==> src/rtl/z80_io_in_seq_if.sv <==
// Bus and operand bundle between the execute stage, the sequencer and the external bus interface.
interface z80_io_in_seq_if;
  logic        start;
  logic [2:0]  mode;
  logic [7:0]  n;
  logic [7:0]  a_in;
  logic [7:0]  b_in;
  logic [7:0]  c_in;
  logic [15:0] hl_in;
  logic [7:0]  flags_in;
  logic        wait_n;
  logic        brk;
  logic [7:0]  io_rdata;
  logic [15:0] addr;
  logic        iorq;
  logic        rd;
  logic        wr;
  logic        mreq;
  logic [7:0]  wdata;
  logic        busy;
  logic        done;
  logic        err;
  logic [7:0]  data_out;
  logic [7:0]  b_out;
  logic [15:0] hl_out;
  logic [7:0]  flags_out;

  modport master (
    output start, mode, n, a_in, b_in, c_in, hl_in, flags_in, wait_n, brk, io_rdata,
    input  addr, iorq, rd, wr, mreq, wdata, busy, done, err, data_out, b_out, hl_out, flags_out
  );

  modport slave (
    input  start, mode, n, a_in, b_in, c_in, hl_in, flags_in, wait_n, brk, io_rdata,
    output addr, iorq, rd, wr, mreq, wdata, busy, done, err, data_out, b_out, hl_out, flags_out
  );
endinterface

==> src/rtl/z80_io_in_seq.sv <==
// T-state sequencer for IN A,(n), IN r,(C), INI, IND, INIR and INDR.
// Drives the I/O read and memory write bus cycles and loops the repeat forms internally.
module z80_io_in_seq #(
  parameter int unsigned IO_WAIT = 1,
  parameter int unsigned RPT_T   = 5
) (
  input logic            clk,
  input logic            reset,
  z80_io_in_seq_if.slave bus
);

  typedef enum logic [3:0] {
    StIdle, StIoT1, StIoT2, StIoTw, StIoT3, StMwT1, StMwT2, StMwT3, StRpt, StDone
  } state_e;

  state_e      state_q, state_d;
  logic [2:0]  mode_q, mode_d;
  logic [15:0] port_q, port_d;
  logic [7:0]  b_q, b_d;
  logic [7:0]  c_q, c_d;
  logic [15:0] hl_q, hl_d;
  logic [7:0]  flags_q, flags_d;
  logic [7:0]  data_q, data_d;
  logic        err_q, err_d;
  logic [3:0]  cnt_q, cnt_d;

  logic [7:0]  b_dec;
  logic        last_tw;
  logic        io_ph;
  logic        io_strobe;
  logic        mw_ph;
  logic [15:0] io_addr;

  assign b_dec   = b_q - 8'd1;
  // True in the last counted wait state and in any WAIT-extended one after it.
  assign last_tw = (32'(cnt_q) + 32'd1) >= 32'(IO_WAIT);

  always_comb begin
    state_d = state_q;
    mode_d  = mode_q;
    port_d  = port_q;
    b_d     = b_q;
    c_d     = c_q;
    hl_d    = hl_q;
    flags_d = flags_q;
    data_d  = data_q;
    err_d   = err_q;
    cnt_d   = cnt_q;

    unique case (state_q)
      StIdle: begin
        if (bus.start) begin
          mode_d  = bus.mode;
          port_d  = {bus.a_in, bus.n};
          b_d     = bus.b_in;
          c_d     = bus.c_in;
          hl_d    = bus.hl_in;
          flags_d = bus.flags_in;
          err_d   = (bus.mode > 3'd5);
          state_d = (bus.mode > 3'd5) ? StDone : StIoT1;
        end
      end
      StIoT1: state_d = StIoT2;
      StIoT2: begin
        cnt_d   = '0;
        state_d = ((IO_WAIT != 0) || !bus.wait_n) ? StIoTw : StIoT3;
      end
      StIoTw: begin
        if (cnt_q != 4'hf) cnt_d = cnt_q + 4'd1;
        if (last_tw && bus.wait_n) state_d = StIoT3;
      end
      StIoT3: begin
        data_d = bus.io_rdata;
        if (mode_q == 3'd0) begin
          state_d = StDone;
        end else if (mode_q == 3'd1) begin
          flags_d = {bus.io_rdata[7], (bus.io_rdata == 8'h00), 1'b0, 1'b0, 1'b0,
                     ~^bus.io_rdata, 1'b0, flags_q[0]};
          state_d = StDone;
        end else begin
          state_d = StMwT1;
        end
      end
      StMwT1: state_d = StMwT2;
      StMwT2: begin
        if (bus.wait_n) state_d = StMwT3;
      end
      StMwT3: begin
        b_d  = b_dec;
        // mode bit 0 selects the decrementing forms (IND, INDR)
        hl_d = mode_q[0] ? (hl_q - 16'd1) : (hl_q + 16'd1);
        if (mode_q[2] && (b_dec != 8'h00) && !bus.brk) begin
          cnt_d   = '0;
          state_d = StRpt;
        end else begin
          flags_d = {b_dec[7], (b_dec == 8'h00), 1'b0, 1'b0, 1'b0, 1'b0, 1'b1, flags_q[0]};
          state_d = StDone;
        end
      end
      StRpt: begin
        if (cnt_q == 4'(RPT_T - 1)) state_d = StIoT1;
        else                        cnt_d   = cnt_q + 4'd1;
      end
      StDone:  state_d = StIdle;
      default: state_d = StIdle;
    endcase
  end

  always_ff @(posedge clk or posedge reset) begin
    if (reset) begin
      state_q <= StIdle;
      mode_q  <= '0;
      port_q  <= '0;
      b_q     <= '0;
      c_q     <= '0;
      hl_q    <= '0;
      flags_q <= '0;
      data_q  <= '0;
      err_q   <= 1'b0;
      cnt_q   <= '0;
    end else begin
      state_q <= state_d;
      mode_q  <= mode_d;
      port_q  <= port_d;
      b_q     <= b_d;
      c_q     <= c_d;
      hl_q    <= hl_d;
      flags_q <= flags_d;
      data_q  <= data_d;
      err_q   <= err_d;
      cnt_q   <= cnt_d;
    end
  end

  // Strobes decode straight from state so a reset drops them in the same cycle.
  always_comb begin
    io_ph     = (state_q == StIoT1) || (state_q == StIoT2) || (state_q == StIoTw) ||
                (state_q == StIoT3);
    io_strobe = (state_q == StIoT2) || (state_q == StIoTw) || (state_q == StIoT3);
    mw_ph     = (state_q == StMwT1) || (state_q == StMwT2) || (state_q == StMwT3);
    io_addr   = (mode_q == 3'd0) ? port_q : {b_q, c_q};
  end

  assign bus.addr      = io_ph ? io_addr : (mw_ph ? hl_q : 16'h0000);
  assign bus.iorq      = io_strobe;
  assign bus.rd        = io_strobe;
  assign bus.mreq      = mw_ph;
  assign bus.wr        = (state_q == StMwT2) || (state_q == StMwT3);
  assign bus.wdata     = mw_ph ? data_q : 8'h00;
  assign bus.busy      = (state_q != StIdle);
  assign bus.done      = (state_q == StDone);
  assign bus.err       = (state_q == StDone) && err_q;
  assign bus.data_out  = data_q;
  assign bus.b_out     = b_q;
  assign bus.hl_out    = hl_q;
  assign bus.flags_out = flags_q;

endmodule

==> src/flat_wrapper.sv <==
// flat-port wrapper written by rule: the top's interface ports become plain ports
module z80_io_in_seq_flat 
#(
  parameter int unsigned IO_WAIT = 1,
  parameter int unsigned RPT_T   = 5
)
  (clk, reset, bus_start, bus_mode, bus_n, bus_a_in, bus_b_in, bus_c_in, bus_hl_in, bus_flags_in, bus_wait_n, bus_brk, bus_io_rdata, bus_addr, bus_iorq, bus_rd, bus_wr, bus_mreq, bus_wdata, bus_busy, bus_done, bus_err, bus_data_out, bus_b_out, bus_hl_out, bus_flags_out);
  z80_io_in_seq_if bus_i ();
  input logic clk;
  input logic reset;
  input wire logic [$bits(bus_i.start)-1:0] bus_start;
  input wire logic [$bits(bus_i.mode)-1:0] bus_mode;
  input wire logic [$bits(bus_i.n)-1:0] bus_n;
  input wire logic [$bits(bus_i.a_in)-1:0] bus_a_in;
  input wire logic [$bits(bus_i.b_in)-1:0] bus_b_in;
  input wire logic [$bits(bus_i.c_in)-1:0] bus_c_in;
  input wire logic [$bits(bus_i.hl_in)-1:0] bus_hl_in;
  input wire logic [$bits(bus_i.flags_in)-1:0] bus_flags_in;
  input wire logic [$bits(bus_i.wait_n)-1:0] bus_wait_n;
  input wire logic [$bits(bus_i.brk)-1:0] bus_brk;
  input wire logic [$bits(bus_i.io_rdata)-1:0] bus_io_rdata;
  output wire logic [$bits(bus_i.addr)-1:0] bus_addr;
  output wire logic [$bits(bus_i.iorq)-1:0] bus_iorq;
  output wire logic [$bits(bus_i.rd)-1:0] bus_rd;
  output wire logic [$bits(bus_i.wr)-1:0] bus_wr;
  output wire logic [$bits(bus_i.mreq)-1:0] bus_mreq;
  output wire logic [$bits(bus_i.wdata)-1:0] bus_wdata;
  output wire logic [$bits(bus_i.busy)-1:0] bus_busy;
  output wire logic [$bits(bus_i.done)-1:0] bus_done;
  output wire logic [$bits(bus_i.err)-1:0] bus_err;
  output wire logic [$bits(bus_i.data_out)-1:0] bus_data_out;
  output wire logic [$bits(bus_i.b_out)-1:0] bus_b_out;
  output wire logic [$bits(bus_i.hl_out)-1:0] bus_hl_out;
  output wire logic [$bits(bus_i.flags_out)-1:0] bus_flags_out;
  assign bus_i.start = bus_start;
  assign bus_i.mode = bus_mode;
  assign bus_i.n = bus_n;
  assign bus_i.a_in = bus_a_in;
  assign bus_i.b_in = bus_b_in;
  assign bus_i.c_in = bus_c_in;
  assign bus_i.hl_in = bus_hl_in;
  assign bus_i.flags_in = bus_flags_in;
  assign bus_i.wait_n = bus_wait_n;
  assign bus_i.brk = bus_brk;
  assign bus_i.io_rdata = bus_io_rdata;
  assign bus_addr = bus_i.addr;
  assign bus_iorq = bus_i.iorq;
  assign bus_rd = bus_i.rd;
  assign bus_wr = bus_i.wr;
  assign bus_mreq = bus_i.mreq;
  assign bus_wdata = bus_i.wdata;
  assign bus_busy = bus_i.busy;
  assign bus_done = bus_i.done;
  assign bus_err = bus_i.err;
  assign bus_data_out = bus_i.data_out;
  assign bus_b_out = bus_i.b_out;
  assign bus_hl_out = bus_i.hl_out;
  assign bus_flags_out = bus_i.flags_out;
  z80_io_in_seq #(.IO_WAIT(IO_WAIT), .RPT_T(RPT_T)) u_core (.clk(clk), .reset(reset), .bus(bus_i));
endmodule
==> config.mk <==
export PLATFORM = sky130hd
export DESIGN_NAME = z80_io_in_seq_flat
export DESIGN_NICKNAME = d
export VERILOG_FILES = /design/src/rtl/z80_io_in_seq_if.sv /design/src/rtl/z80_io_in_seq.sv /design/src/flat_wrapper.sv
export SDC_FILE = /design/constraint.sdc
export NUM_CORES = 1
export LEC_CHECK = 0
export BUFFER_PORTS_ARGS = -buffer_cell sky130_fd_sc_hd__buf_2
export CAP_MARGIN = 20
export CORE_MARGIN = 2
export CORE_UTILIZATION = 29
export DETAILED_ROUTE_END_ITERATION = 8
export PLACE_DENSITY_LB_ADDON = 0.25
export SKIP_LAST_GASP = 1
export SYNTH_ARGS = -nofsm -noshare
export SYNTH_HDL_FRONTEND = slang
export SYNTH_SLANG_ARGS = --single-unit
==> constraint.sdc <==
create_clock -name clk -period 2.4 [get_ports clk]
set_input_delay 0.36 -clock clk [delete_from_list [all_inputs] [get_ports clk]]
set_output_delay 0.36 -clock clk [all_outputs]
set_load 0.01 [all_outputs]
### Word level (Yosys, flattened, before mapping)

Cells that the tools add are included.

* reductions and logical operators: 29
* $lt $le $gt $ge: 2
* add/sub/neg operators: 5
* bitwise gates (word level): 2
* eq/ne operators: 22
* multiplexer cells: 27

Operator list (count)
* 2-to-1 mux 16 bit: 5
* 2-to-1 mux 8 bit: 6
* 2-to-1 mux 4 bit: 10
* one-hot mux 4 bit (9 select lines): 1
* >= comparator 32 x 1 -> 1 bit, second input constant: 1
* one-hot mux 16 bit (2 select lines): 1
* one-hot mux 8 bit (3 select lines): 1
* == test 4 x 3 -> 1 bit, second input constant: 5
* adder 16 x 1 -> 16 bit, second input constant: 1
* logical NOT 8 bit: 2
* one-hot mux 4 bit (4 select lines): 1
* one-hot mux 8 bit (2 select lines): 1
* subtractor 16 x 1 -> 16 bit, second input constant: 1
* AND reduction 4 bit: 3
* != test 2 x 1 -> 1 bit, second input constant: 5
* != test 2 bit, second input constant: 5
* == test 4 x 2 -> 1 bit, second input constant: 2
* == test 4 bit, second input constant: 2
* logical OR 1 bit: 8
* nonzero test 4 bit: 2
* nonzero test 8 bit: 1
* XNOR reduction 8 bit: 1
* subtractor 8 x 1 -> 8 bit, second input constant: 1
* adder 4 x 1 -> 5 bit, second input constant: 1
* 15 further kinds: 20

* input port bits: 72
* output and inout bits: 71
* word-level logic and storage cells: 98
* bits in registers: 76

### Logic depth before layout (Yosys ltp)

* word-level depth: 6
* depth in mapped cells: 10

### Worst setup path after synthesis

No wires, ideal clock.

* path kind: flip-flop to flip-flop
* start: reg u_core.mode_q[0]
* end: reg u_core.hl_q[14] (netlist: u_core.bus.hl_out[14])
* buffers on the path: 0
* setup slack: -70 ps
* arrival time: 2350 ps
* clock period less this slack: 2470 ps
* stages on the path, launching flop included: 9
* path through: dfrtp_1 > ha_1 > nor2b_1 > o21a_1 > o21ai_1 > a21oi_1 > o211a_1 > or3_1 > a31o_2

* longest elaborated chain between the ends: 2

RTL lines
* start, declared: RTL line z80_io_in_seq.sv:17 `logic [2:0] mode_q, mode_d;`
* start signal, assigned: RTL line z80_io_in_seq.sv:123 `mode_q <= mode_d;`
* 2-to-1 mux 16 bit: RTL line z80_io_in_seq.sv:91 `hl_d = mode_q[0] ? (hl_q - 16'd1) : (hl_q + 16'd1);`
* one-hot mux 16 bit (2 select lines): RTL line z80_io_in_seq.sv:50 `unique case (state_q)`
* end signal, assigned: RTL line z80_io_in_seq.sv:127 `hl_q <= hl_d;`
* end, declared: RTL line z80_io_in_seq.sv:21 `logic [15:0] hl_q, hl_d;`

No other way between the ends.
A chain may end at the register's enable or synchronous reset.

### Worst setup path after layout

* start: reg u_core.mode_q[0]
* end: out bus_addr[13]

* longest elaborated chain between the ends: 3

RTL lines
* logical NOT 3 bit: RTL line z80_io_in_seq.sv:141 `io_addr = (mode_q == 3'd0) ? port_q : {b_q, c_q};`
* 2-to-1 mux 16 bit: RTL line z80_io_in_seq.sv:141
* 2-to-1 mux 16 bit: RTL line z80_io_in_seq.sv:144 `assign bus.addr = io_ph ? io_addr : (mw_ph ? hl_q : 16'h0000);`
* end, declared: RTL line flat_wrapper.sv:22 `output wire logic [$bits(bus_i.addr)-1:0] bus_addr;`

No other way between the ends.

==> run_results.csv <==
group,metric,value,unit
timing,fmax,425,MHz
setup_path,crit_family,"buffers and inverters",
timing,min_period,2.35,ns
timing,drv_slew,0,
logic_synthesis,syn_area,4760,µm²
clocking,h-tree-depth,3,
logic_synthesis,yosys.cell_types.count,61,
detailed_routing,drc_errors,0,
die,die_area,17500,µm²
die,die_x,132,µm
clocking,cts_root_buffer,"clkbuf_16",
setup_path,cp.required,2.04,ns
detailed_routing,ant_nets,0,
clocking,hold_buffers,0,
outcome,status,"complete, no violations",
detailed_routing,drt-pass1-iter-count,4,
finish,area_delta_synth_final,38.2,%
timing,tightestPinTransition,0.759,ns
die,design.core.area,15900,µm²
logic_synthesis,syn_avg_cell_area,8.26,µm²
grt,grt_pass1_wl,24.6,mm
logic_synthesis,yosys.area.top_type,"dfrtp_1",
logic_synthesis,yosysWarnings,0,
detailed_routing,via_per_inst,5.02,
timing,finalSetupViolations,0,
clocking,numCtsBuffers,9,
logic_synthesis,yosys-top-cells-area,"dfrtp_1, nand2_1, ha_1, o21ai_0, mux2i_1",
setup_path,critPathSlowestCell,"dfrtp_2",
flow_run,drv_cap,0,
clocking,clk_latency,0.34,ns
die,row_count,46,
logic_synthesis,synth_flop_cell,"dfrtp_1",
timing,post-route-period-util,98.1,%
clocking,clock_sinks,76,
placed_design,place_inst,955,
finish,fin_cells,977,
timing,slew_headroom,49.2,%
placed_design,hpwl,12.0,mm
setup_path,start_kind,"flip-flop",
logic_synthesis,synth_edf_count,0,
logic_synthesis,yosysMostFrequentCell,"nand2_1",
finish,post-route-util,41.3,%
finish,final_layout_size_suffix_gt1_share,32.0,%
pwr,leakagePower,0.00326,µW
detailed_routing,drt-total-wl,16.0,mm
grt,grt_max_degree,41,
finish,final_nets,851,
setup_path,cp_common_cell,"buf_6",
setup_path,crit_fanout,8,
logic_synthesis,synth-seq-area-share,39.9,%
logic_synthesis,synth_seq_cells,76,
die,die_y,132,µm
placed_design,routabilityCongestion,0.892,
min_path,hold_class,"in -> async",
clocking,worst_setup_hold_path_clk_slew,0.06,ns
setup_path,path_cells,"buf_6 -> buf_4 -> nor3_4 -> buf_6 -> buf_12 -> mux2i_4 -> o21ai_1 -> buf_2",
detailed_routing,via_count,4904,
setup_path,end_kind,"output pin",
timing,hold_viol,0,
grt,antenna_found_initial,3,
grt,overflow,0,
logic_synthesis,syn-num-nets,672,
grt,grt_pass1_vias,4775,
logic_synthesis,synthCells,577,
timing,grt_setup_unrepaired,"true",
timing,skew,0.00675,ns
detailed_routing,drt_iter0_drc,311,
detailed_routing,avgRoutedWirePerCell,16.4,µm
setup_path,worstPathArrival,1.99,ns
die,pin_count,143,
pwr,power_density,1560,nW/µm²
setup_path,critical-path-max-stage-delay,0.47,ns
pwr,ir_worst_vdd,539,µV
setup_path,cp_num_buf_inv,5,
logic_synthesis,synth_top_area_share,39.9,%
die,start_util,29.9,%
grt,grt.total_usage,17.8,%
clocking,cts_tree,"done",
setup_path,critPathKind,"reg -> out",
clocking,cts_buffer_depth,2,
logic_synthesis,async_flop_share,100,%
placed_design,io_buffer_count,142,
logic_synthesis,yosys-top-cells-count,"nand2_1, dfrtp_1, o21ai_0",
## report_power, final
part           internal, µW  switching, µW
clock network           886            515
registers              1870            610
logic                  2970           3430
## worst paths after layout
check,slack (ns),endpoint,from,cells after the start
worst min register to register,0.47,u_core.bus.flags_out[0]$_DFFE_PP0P_,u_core.bus.flags_out[0]$_DFFE_PP0P_,2
min in group clk,0.21,u_core.c_q[6]$_DFFE_PP0P_,bus_c_in[6],3
worst min-delay path,0.09,u_core.bus.data_out[4]$_DFFE_PP0P_,reset,2
worst max register to register,0.08,u_core.bus.hl_out[14]$_DFFE_PP0P_,u_core.mode_q[0]$_DFFE_PP0P_,9
worst max-delay path,0.05,bus_addr[13],u_core.mode_q[0]$_DFFE_PP0P_,8
max in group asynchronous,1.62,u_core.port_q[7]$_DFFE_PP0P_,reset,3
## layout make-up
cell class | count | area [µm²]
inverter | 27 | 103
clock inverter | 1 | 30.0
timing repair buffer | 199 | 1210
sequential | 76 | 1900
clock buffer | 14 | 274
fill | 1596 | 9360
tap | 216 | 270
multi-input combinational | 443 | 2790
antenna | 1 | 2.50
## registers in the layout, summed over array words and instances, names as in the netlist
name and cells:
u_core.cnt_q 4, u_core.state_q 4, u_core.bus.flags_out 8, u_core.bus.hl_out 16
u_core.c_q 8, u_core.mode_q 3, u_core.err_q 1, u_core.port_q 16
u_core.bus.data_out 8, u_core.bus.b_out 8
## worst register-to-register path, stage by stage, from the launching register on
cell,delay [ns]
dfrtp_2,0.47
buf_12,0.16
ha_1,0.30
buf_4,0.17
nor2b_1,0.12
o21ai_0,0.21
o21bai_1,0.11
o211a_1,0.13
or3_1,0.31
a31o_2,0.24
## cells in the final DEF (no fill, tap or decap), drive strengths merged, types with 15 or more instances in the layout
cell type  count
a21oi         27
nor2          22
inv           26
nand2        144
nor3          15
dfrtp         76
mux2i         19
o21ai         61
buf          198
clkbuf        15
ha            22
## through the flow
step	TNS [ns]	hold WS [ns]	area, µm²	total power, µW	setup slack, ns
floorplan	-0.0688	0.439	4770	5830	-0.0688
global placement	0	0.452	6050	8140	0.0556
detailed placement	-0.0645	0.457	6050	8270	-0.0556
CTS	-0.0177	0.125	6360	9750	-0.0177
global route	-0.336	0.155	6580	11100	-0.0718
finish	0	0.0888	6580	10300	0.0459
## metal layers
layer  vias up  GRT usage [%]  wire length (µm)
met5         -              0                27
met4         4           6.63               386
met3        31           4.08               996
met2       167           29.3              7620
met1      2337           22.9              7000
li1       2365              -                 -
## timing repair
| item | CTS | global route |
|---|---|---|
| pin swaps | 0 | 15 |
| gates cloned | 0 | 1 |
| gates resized for setup | 2 | 43 |
| endpoints found under the setup margin | 3 | 25 |
| setup buffers | 0 | 5 |
## kinds of logic after synthesis
logic type / after synthesis / share of synthesized area (%)
AOI/OAI and AO/OA: 143 / 18.8
xor gates and xnor gates: 14 / 2.57
adders and majority gates: 23 / 6.20
buffers and inverters: 58 / 5.04
DFF: 76 / 39.9
muxes: 19 / 3.99
and+or+nand+nor: 244 / 23.5
Power figures use the tool's default switching activity.
